$ cat src/rtl/and_gate_sequencer_if.sv
// Start/status handshake plus the drive/observe lines of the AND gate under test.
interface and_gate_sequencer_if;
    logic       start;
    logic       dut_out;
    logic       a;
    logic       b;
    logic       busy;
    logic       done;
    logic       pass;
    logic [3:0] err_count;
    logic [3:0] step_idx;

    modport master (
        output start, dut_out,
        input  a, b, busy, done, pass, err_count, step_idx
    );

    modport slave (
        input  start, dut_out,
        output a, b, busy, done, pass, err_count, step_idx
    );
endinterface

$ cat src/rtl/and_gate_sequencer.sv
// Drives a 2-input AND gate through a fixed 9-step pattern, holding each step
// for DWELL_CYCLES clocks and checking the gate output on the last cycle of each step.
module and_gate_sequencer #(
    parameter int unsigned DWELL_CYCLES = 10,
    parameter int unsigned DW_W         = 16
) (
    input  logic                 clk,
    input  logic                 rst_n,
    and_gate_sequencer_if.slave  bus
);

    typedef enum logic [1:0] {IDLE, RUN, DONE} state_t;

    localparam logic [DW_W-1:0] LAST_DWELL = DW_W'(DWELL_CYCLES - 1);
    localparam logic [3:0]      LAST_STEP  = 4'd8;

    state_t          state, state_nx;
    logic            a_q, a_nx;
    logic            b_q, b_nx;
    logic            busy_q, busy_nx;
    logic            done_q, done_nx;
    logic            pass_q, pass_nx;
    logic [3:0]      err_q, err_nx;
    logic [3:0]      step_q, step_nx;
    logic [DW_W-1:0] dwell_q, dwell_nx;
    logic [3:0]      err_sum;
    logic [1:0]      pat_next;

    function automatic logic [1:0] pattern(input logic [3:0] idx);
        logic [1:0] ab;
        case (idx)
            4'd1:    ab = 2'b10;
            4'd2:    ab = 2'b11;
            4'd3:    ab = 2'b01;
            4'd5:    ab = 2'b10;
            4'd6:    ab = 2'b10;
            4'd8:    ab = 2'b01;
            default: ab = 2'b00;
        endcase
        return ab;
    endfunction

    always_ff @(posedge clk or negedge rst_n) begin
        if (!rst_n) begin
            state   <= IDLE;
            a_q     <= 1'b0;
            b_q     <= 1'b0;
            busy_q  <= 1'b0;
            done_q  <= 1'b0;
            pass_q  <= 1'b0;
            err_q   <= '0;
            step_q  <= '0;
            dwell_q <= '0;
        end else begin
            state   <= state_nx;
            a_q     <= a_nx;
            b_q     <= b_nx;
            busy_q  <= busy_nx;
            done_q  <= done_nx;
            pass_q  <= pass_nx;
            err_q   <= err_nx;
            step_q  <= step_nx;
            dwell_q <= dwell_nx;
        end
    end

    // The sum includes this step's comparison so pass reflects the final count.
    assign err_sum  = err_q + 4'((bus.dut_out != (a_q & b_q)) ? 1 : 0);
    assign pat_next = pattern(step_q + 4'd1);

    always_comb begin
        state_nx = state;
        a_nx     = a_q;
        b_nx     = b_q;
        busy_nx  = busy_q;
        done_nx  = done_q;
        pass_nx  = pass_q;
        err_nx   = err_q;
        step_nx  = step_q;
        dwell_nx = dwell_q;
        case (state)
            IDLE, DONE: begin
                if (bus.start) begin
                    state_nx    = RUN;
                    {a_nx, b_nx} = pattern(4'd0);
                    busy_nx     = 1'b1;
                    done_nx     = 1'b0;
                    pass_nx     = 1'b0;
                    err_nx      = '0;
                    step_nx     = '0;
                    dwell_nx    = '0;
                end
            end
            RUN: begin
                dwell_nx = dwell_q + DW_W'(1);
                if (dwell_q == LAST_DWELL) begin
                    err_nx   = err_sum;
                    dwell_nx = '0;
                    if (step_q < LAST_STEP) begin
                        step_nx      = step_q + 4'd1;
                        {a_nx, b_nx} = pat_next;
                    end else begin
                        state_nx = DONE;
                        busy_nx  = 1'b0;
                        done_nx  = 1'b1;
                        pass_nx  = (err_sum == 4'd0);
                    end
                end
            end
            default: state_nx = IDLE;
        endcase
    end

    assign bus.a         = a_q;
    assign bus.b         = b_q;
    assign bus.busy      = busy_q;
    assign bus.done      = done_q;
    assign bus.pass      = pass_q;
    assign bus.err_count = err_q;
    assign bus.step_idx  = step_q;

endmodule

$ cat src/flat_wrapper.sv
// flat-port wrapper written by rule: the top's interface ports become plain ports
module and_gate_sequencer_flat 
#(
    parameter int unsigned DWELL_CYCLES = 10,
    parameter int unsigned DW_W         = 16
)
  (clk, rst_n, bus_start, bus_dut_out, bus_a, bus_b, bus_busy, bus_done, bus_pass, bus_err_count, bus_step_idx);
  and_gate_sequencer_if bus_i ();
  input  logic clk;
  input  logic rst_n;
  input wire logic [$bits(bus_i.start)-1:0] bus_start;
  input wire logic [$bits(bus_i.dut_out)-1:0] bus_dut_out;
  output wire logic [$bits(bus_i.a)-1:0] bus_a;
  output wire logic [$bits(bus_i.b)-1:0] bus_b;
  output wire logic [$bits(bus_i.busy)-1:0] bus_busy;
  output wire logic [$bits(bus_i.done)-1:0] bus_done;
  output wire logic [$bits(bus_i.pass)-1:0] bus_pass;
  output wire logic [$bits(bus_i.err_count)-1:0] bus_err_count;
  output wire logic [$bits(bus_i.step_idx)-1:0] bus_step_idx;
  assign bus_i.start = bus_start;
  assign bus_i.dut_out = bus_dut_out;
  assign bus_a = bus_i.a;
  assign bus_b = bus_i.b;
  assign bus_busy = bus_i.busy;
  assign bus_done = bus_i.done;
  assign bus_pass = bus_i.pass;
  assign bus_err_count = bus_i.err_count;
  assign bus_step_idx = bus_i.step_idx;
  and_gate_sequencer #(.DWELL_CYCLES(DWELL_CYCLES), .DW_W(DW_W)) u_core (.clk(clk), .rst_n(rst_n), .bus(bus_i));
endmodule
$ cat config.mk
export PLATFORM = sky130hd
export DESIGN_NAME = and_gate_sequencer_flat
export DESIGN_NICKNAME = d
export VERILOG_FILES = /design/src/rtl/and_gate_sequencer_if.sv /design/src/rtl/and_gate_sequencer.sv /design/src/flat_wrapper.sv
export SDC_FILE = /design/constraint.sdc
export NUM_CORES = 1
export LEC_CHECK = 0
export ABC_AREA = 1
export CORE_ASPECT_RATIO = 0.7
export CORE_UTILIZATION = 25
export DETAILED_ROUTE_END_ITERATION = 10
export PLACE_DENSITY = 0.4
export RECOVER_POWER = 100
export SYNTH_ARGS = -nofsm -noshare
export SYNTH_HDL_FRONTEND = slang
export SYNTH_SLANG_ARGS = --single-unit
$ cat constraint.sdc
create_clock -name clk -period 1.7 [get_ports clk]
set_clock_uncertainty 0.15 [all_clocks]
set_input_delay 0.34 -clock clk [delete_from_list [all_inputs] [get_ports clk]]
set_output_delay 0.34 -clock clk [all_outputs]
set_load 0.02 [all_outputs]
# == Word-level counts from Yosys, hierarchy flattened ==
# Cells that the tools add are included.
# op_classes
muxes,32
n_addsub,3
bitwise_logic,1
eq_ne,14
reduce_logical,11
magnitude_cmp,1
# ops
cell,n
16-bit 2-to-1 mux,2
16-bit case mux with 2 select lines,1
"16-bit by 1-bit adder with 16-bit output, second input constant",1
"16-bit by 4-bit equality test with 1-bit output, second input constant",1
4-bit 2-to-1 mux,4
4-bit case mux with 2 select lines,2
1-bit 2-to-1 mux,13
1-bit case mux with 2 select lines,5
"4-bit by 2-bit equality test with 1-bit output, second input constant",2
"4-bit by 3-bit equality test with 1-bit output, second input constant",2
4-bit AND reduction,2
2-bit 2-to-1 mux,3
2-bit case mux with 3 select lines,1
3-bit AND reduction,2
"4-bit by 1-bit adder with 4-bit output, second input constant",1
4-bit adder,1
"4-bit by 1-bit equality test with 1-bit output, second input constant",1
"4-bit equality test, second input constant",1
4-bit zero test,1
"4-bit less-than comparator, second input constant",1
"2-bit by 1-bit inequality test with 1-bit output, second input constant",2
"2-bit inequality test, second input constant",2
2-bit case mux with 2 select lines,1
2-bit OR reduction,2
8 further kinds,8
# word_totals
out_inout_bits,13
ff_bits,31
elab_cells,71

# == Logic depth before layout (Yosys ltp) ==
# logic_depth
word_depth,8
ltp_mapped,9
depth_no_buf,9

# == Worst setup path before layout ==
# No wires, ideal clock.
# synth_path
path_type,reg2reg
startpoint,"register u_core.a_q, in the netlist u_core.bus.a"
endpoint,"register u_core.err_q[2], in the netlist u_core.bus.err_count[2]"
required_time_ps,1467
period_less_slack_ps,1852
setup_slack_ps,-152
arrival_time_ps,1619
path_stages_with_launch,9
cell_sequence,dfrtp_1 nand2_1 xor2_1 inv_1 ha_1 ha_1 xnor2_1 or2_2 o21ai_0
# synth_between
elab_chain_len,6
# synth_rtl
element,line_no,source
"start, declared",and_gate_sequencer.sv:18,"logic a_q, a_nx;"
"start signal, assigned",and_gate_sequencer.sv:56,a_q <= a_nx;
1-bit bitwise AND,and_gate_sequencer.sv:68,assign err_sum = err_q + 4'((bus.dut_out != (a_q & b_q)) ? 1 : 0);
1-bit inequality test,and_gate_sequencer.sv:68,
1-bit 2-to-1 mux,and_gate_sequencer.sv:68,
4-bit adder,and_gate_sequencer.sv:68,
4-bit 2-to-1 mux,and_gate_sequencer.sv:96,if (dwell_q == LAST_DWELL) begin
4-bit case mux with 2 select lines,and_gate_sequencer.sv:81,case (state)
"end signal, assigned",and_gate_sequencer.sv:61,err_q <= err_nx;
"end, declared",and_gate_sequencer.sv:23,"logic [3:0] err_q, err_nx;"
# No other way between the ends. The select of a mux whose other input is x is not followed.
# A chain may end at the register's enable or synchronous reset.

# == Worst setup path in the final report ==
# layout_path
startpoint,"register u_core.b_q, in the netlist u_core.bus.b"
endpoint,"register u_core.err_q[3], in the netlist u_core.bus.err_count[3]"
# layout_between
elab_chain_len,6
# layout_rtl
element,line_no,source
"start, declared",and_gate_sequencer.sv:19,"logic b_q, b_nx;"
"start signal, assigned",and_gate_sequencer.sv:57,b_q <= b_nx;
1-bit bitwise AND,and_gate_sequencer.sv:68,
1-bit inequality test,and_gate_sequencer.sv:68,
1-bit 2-to-1 mux,and_gate_sequencer.sv:68,
4-bit adder,and_gate_sequencer.sv:68,
4-bit 2-to-1 mux,and_gate_sequencer.sv:96,
4-bit case mux with 2 select lines,and_gate_sequencer.sv:81,
# No other way between the ends. The select of a mux whose other input is x is not followed.

==> summary.md <==
| Metric | Value |
|---|---|
| Die height | 74.1 um |
| Initial antenna violation count | 0 |
| PortBufs | 16 |
| Placer Congestion | 0.797 |
| First-pass GRT wire length | 8270 um |
| Top-area cell type share of the netlist area | 0.418 |
| Finished Cell Area | 2490 sq um |
| DIE AREA | approximately 7800 sq um |
| Clk Tree Root Cell | clkbuf_8 |
| IO Count | 17 |
| Fin worst setup slack | -44.3 ps |
| Outcome | finished with violations |
| Inserted Diodes | 0 |
| Max Used Layer | met4 |
| Synth unique cells | 25 |
| Clk buf depth | 2 |
| Register area share after synthesis | 0.418 |
| Placed cell count | between 300 and 400 |
| VDD IR-drop max | 0.489 mV |
| Routed WL | 5010 um |
| Max-Cap Viols | 0 |
| Core area | 6980 sq um |
| Clock-pin slew on the worst setup and hold paths | 70 ps |
| Fin util | 0.357 |
| Yosys warning count | 0 |
| Slew HR | 0.443 |
| Synth top area cells | dfrtp_1 42%, nand2_1 13%, nand3_1 7.3% |
| # DRC | 0 |
| Tmin final | 1740 ps |
| Mapped Area | about 1900 sq um |
| CTS tree | yes |
| Pleak | 1.23 nW |
| Worst EP arrival | 1820 ps |
| Die Width | 105 um |
| Vias in the first global route | ~1500 |
| Crit start category | register |
| Clock Latency Late Sink | ~290 ps |
| Routed via count | roughly 1700 |
| Detail Route Antenna Nets | 0 |
| Dpl cell area | roughly 2300 sq um |
| Drt pass-1 iters | 4 |
| 1st-iter DRT viols | 59 |
| Layout cells sized above 1 | 0.207 |
| Power Dens Cells | 1030 nW/um^2 |
| #FFs+latches synth | 31 |
| Critical-path maximum fanout | 2 |
| Crit end category | register |
| H-tree Lvls | 2 |
| Fmax | roughly 0.57 GHz |
| Post-Synthesis Cells | approximately 250 |
| Gr usage total | 0.141 |
| Failing checks | setup timing |
| Syn Area/Cell | 7.57 sq um |
| Setup TNS | -75.4 ps |
| Hold Path Class | reg -> reg |
| Clock sink total | 31 |
| Met3 WL | 247 um |
| WL per Instance | around 13 um |
| Post-layout nets | 301 |
| M1 wire length | a little under 3000 um |
| Synth area leader | dfrtp_1 |
| CP required | ~1800 ps |
| Largest net degree at the start of global routing | 32 |
| Hold_ws | approximately 330 ps |
| Initial core utilization | 0.266 |
| DR WL met2 | around 1800 um |
| Post-detail-place hpwl | about 3700 um |
| Congestion Overflow GR | 0 |
| RSZ-0062 raised after global routing | yes |
| Non-filler cells, final | 384 |
| DR vias/cell | about 4.5 |
| Syn nets | 257 |
| Setup Viol. Count Final | 3 |
| Synth-to-layout area growth | 34.1% |
| Crit Path Category | reg -> reg |
| Final Cycle Share | 1.03 |
| Max Slew Vio Count | 0 |
| Worst-margin pin slew | 835 ps |
| Hold Vio Cnt, Final | 0 |
| Row count | 25 |
| CTS buffer count | 5 |
-- what timing repair did --
action,CTS,global route
buffers inserted,0,3
hold buffers,0,0
resized for setup,16,22
endpoints found under the setup margin,16,18
pin swaps,5,7
-- sequential cells by signal, indices dropped and copies added, names as in the netlist --
register              flops
u_core.bus.done           1
u_core.bus.busy           1
u_core.bus.pass           1
u_core.dwell_q           16
u_core.bus.b              1
u_core.bus.step_idx       4
u_core.state              2
u_core.bus.a              1
u_core.bus.err_count      4
-- path summary, 6_finish.rpt --
| check | from | endpoint | slack, ps | cells after the start |
|---|---|---|---|---|
| setup / recovery | u_core.bus.b | u_core.bus.err_count[3] | -40 | 9 |
| hold / removal | u_core.bus.busy | u_core.bus.busy | 330 | 2 |
| setup reg to reg | u_core.bus.b | u_core.bus.err_count[3] | -40 | 9 |
| hold reg to reg | u_core.bus.busy | u_core.bus.busy | 330 | 2 |
| max in group asynchronous | rst_n | u_core.dwell_q[0] | 290 | 2 |
| min in group asynchronous | rst_n | u_core.dwell_q[12] | 520 | 2 |
-- per-stage QoR --
| step | setup slack [ps] | power, mW |
|---|---|---|
| global placement | -385 | 1.86 |
| detailed placement | -399 | 1.86 |
| global route | -145 | 2.74 |
| floorplan | -18.9 | 1.59 |
| CTS | -34.8 | 2.53 |
| finish | -44.3 | 2.55 |
-- layout by cell type, fill, tap and decap left out, types with 2 or more instances in the layout --
cell	synthesis	layout
nand2_1	63	59
inv_2	2	3
o21ai_2	0	2
nand2_4	1	3
clkbuf_2	0	2
o21ai_0	11	8
ha_1	8	4
nand3_1	27	26
nand2_2	5	7
nor3_1	4	4
nand4_1	8	8
nor2_4	0	2
o22ai_1	7	7
dfrtp_1	31	28
dlygate4sd2_1	0	14
buf_4	1	20
inv_1	26	25
xnor2_1	3	2
xor2_1	6	6
ha_4	0	4
buf_6	0	2
nor2_1	22	22
clkbuf_8	0	7
o21ai_1	9	10
dfrtp_2	0	3
-- layout make-up --
type                            count  area [sq um]
Fill cell                         752          4490
Multi-Input combinational cell    183          1060
Sequential cell                    31           779
Timing Repair Buffer               40           325
Tap cell                           94           118
Inverter                           28           105
Clock buffer                        8           100
-- power by group --
part	switching [mW]	leakage [nW]	internal (mW)
combinational	0.463	0.784	0.316
sequential	0.210	0.389	0.891
clock	0.303	0.0515	0.370
total	0.976	1.23	1.58
-- worst max-delay path, cell delays in order (launching register included) --
cell,delay [ps]
dfrtp_2,410
nand2_2,70
xor2_1,150
inv_1,90
ha_4,170
buf_4,130
nand3_2,60
xor2_1,60
or2_2,280
o21ai_2,100
-- synthesized netlist by cell type, drive strengths merged --
library cell	count
or2	2
xor2	6
o21ai	20
xnor2	3
nand2	69
a21oi	1
o22ai	7
nand3	27
nor3	5
o21bai	1
nand4	8
inv	28
nor2	24
dfrtp	31
ha	8
and3	1
o211ai	1
buf	3
-- routing by layer --
| metal | global-route usage | up-vias |
|---|---|---|
| met4 | 0.0469 | 0 |
| met3 | 0.0333 | 8 |
| met5 | 0 | - |
| met1 | 0.227 | 780 |
| li1 | - | 896 |
| met2 | 0.176 | 34 |
-- kinds of logic (layout without fill, tap and decap cells) --
group                    Yosys count  after routing  share of synthesized area
buffers and inverters             31             76                     0.0661
XOR/XNOR                           9              9                     0.0425
AND/OR/NAND/NOR                  136            136                      0.331
adder cells (fa/ha/maj)            8              8                     0.0539
flip-flops                        31             31                      0.418
AO/OA/AOI/OAI                     30             30                     0.0883
Note: power is estimated with default switching activity, not from simulation.
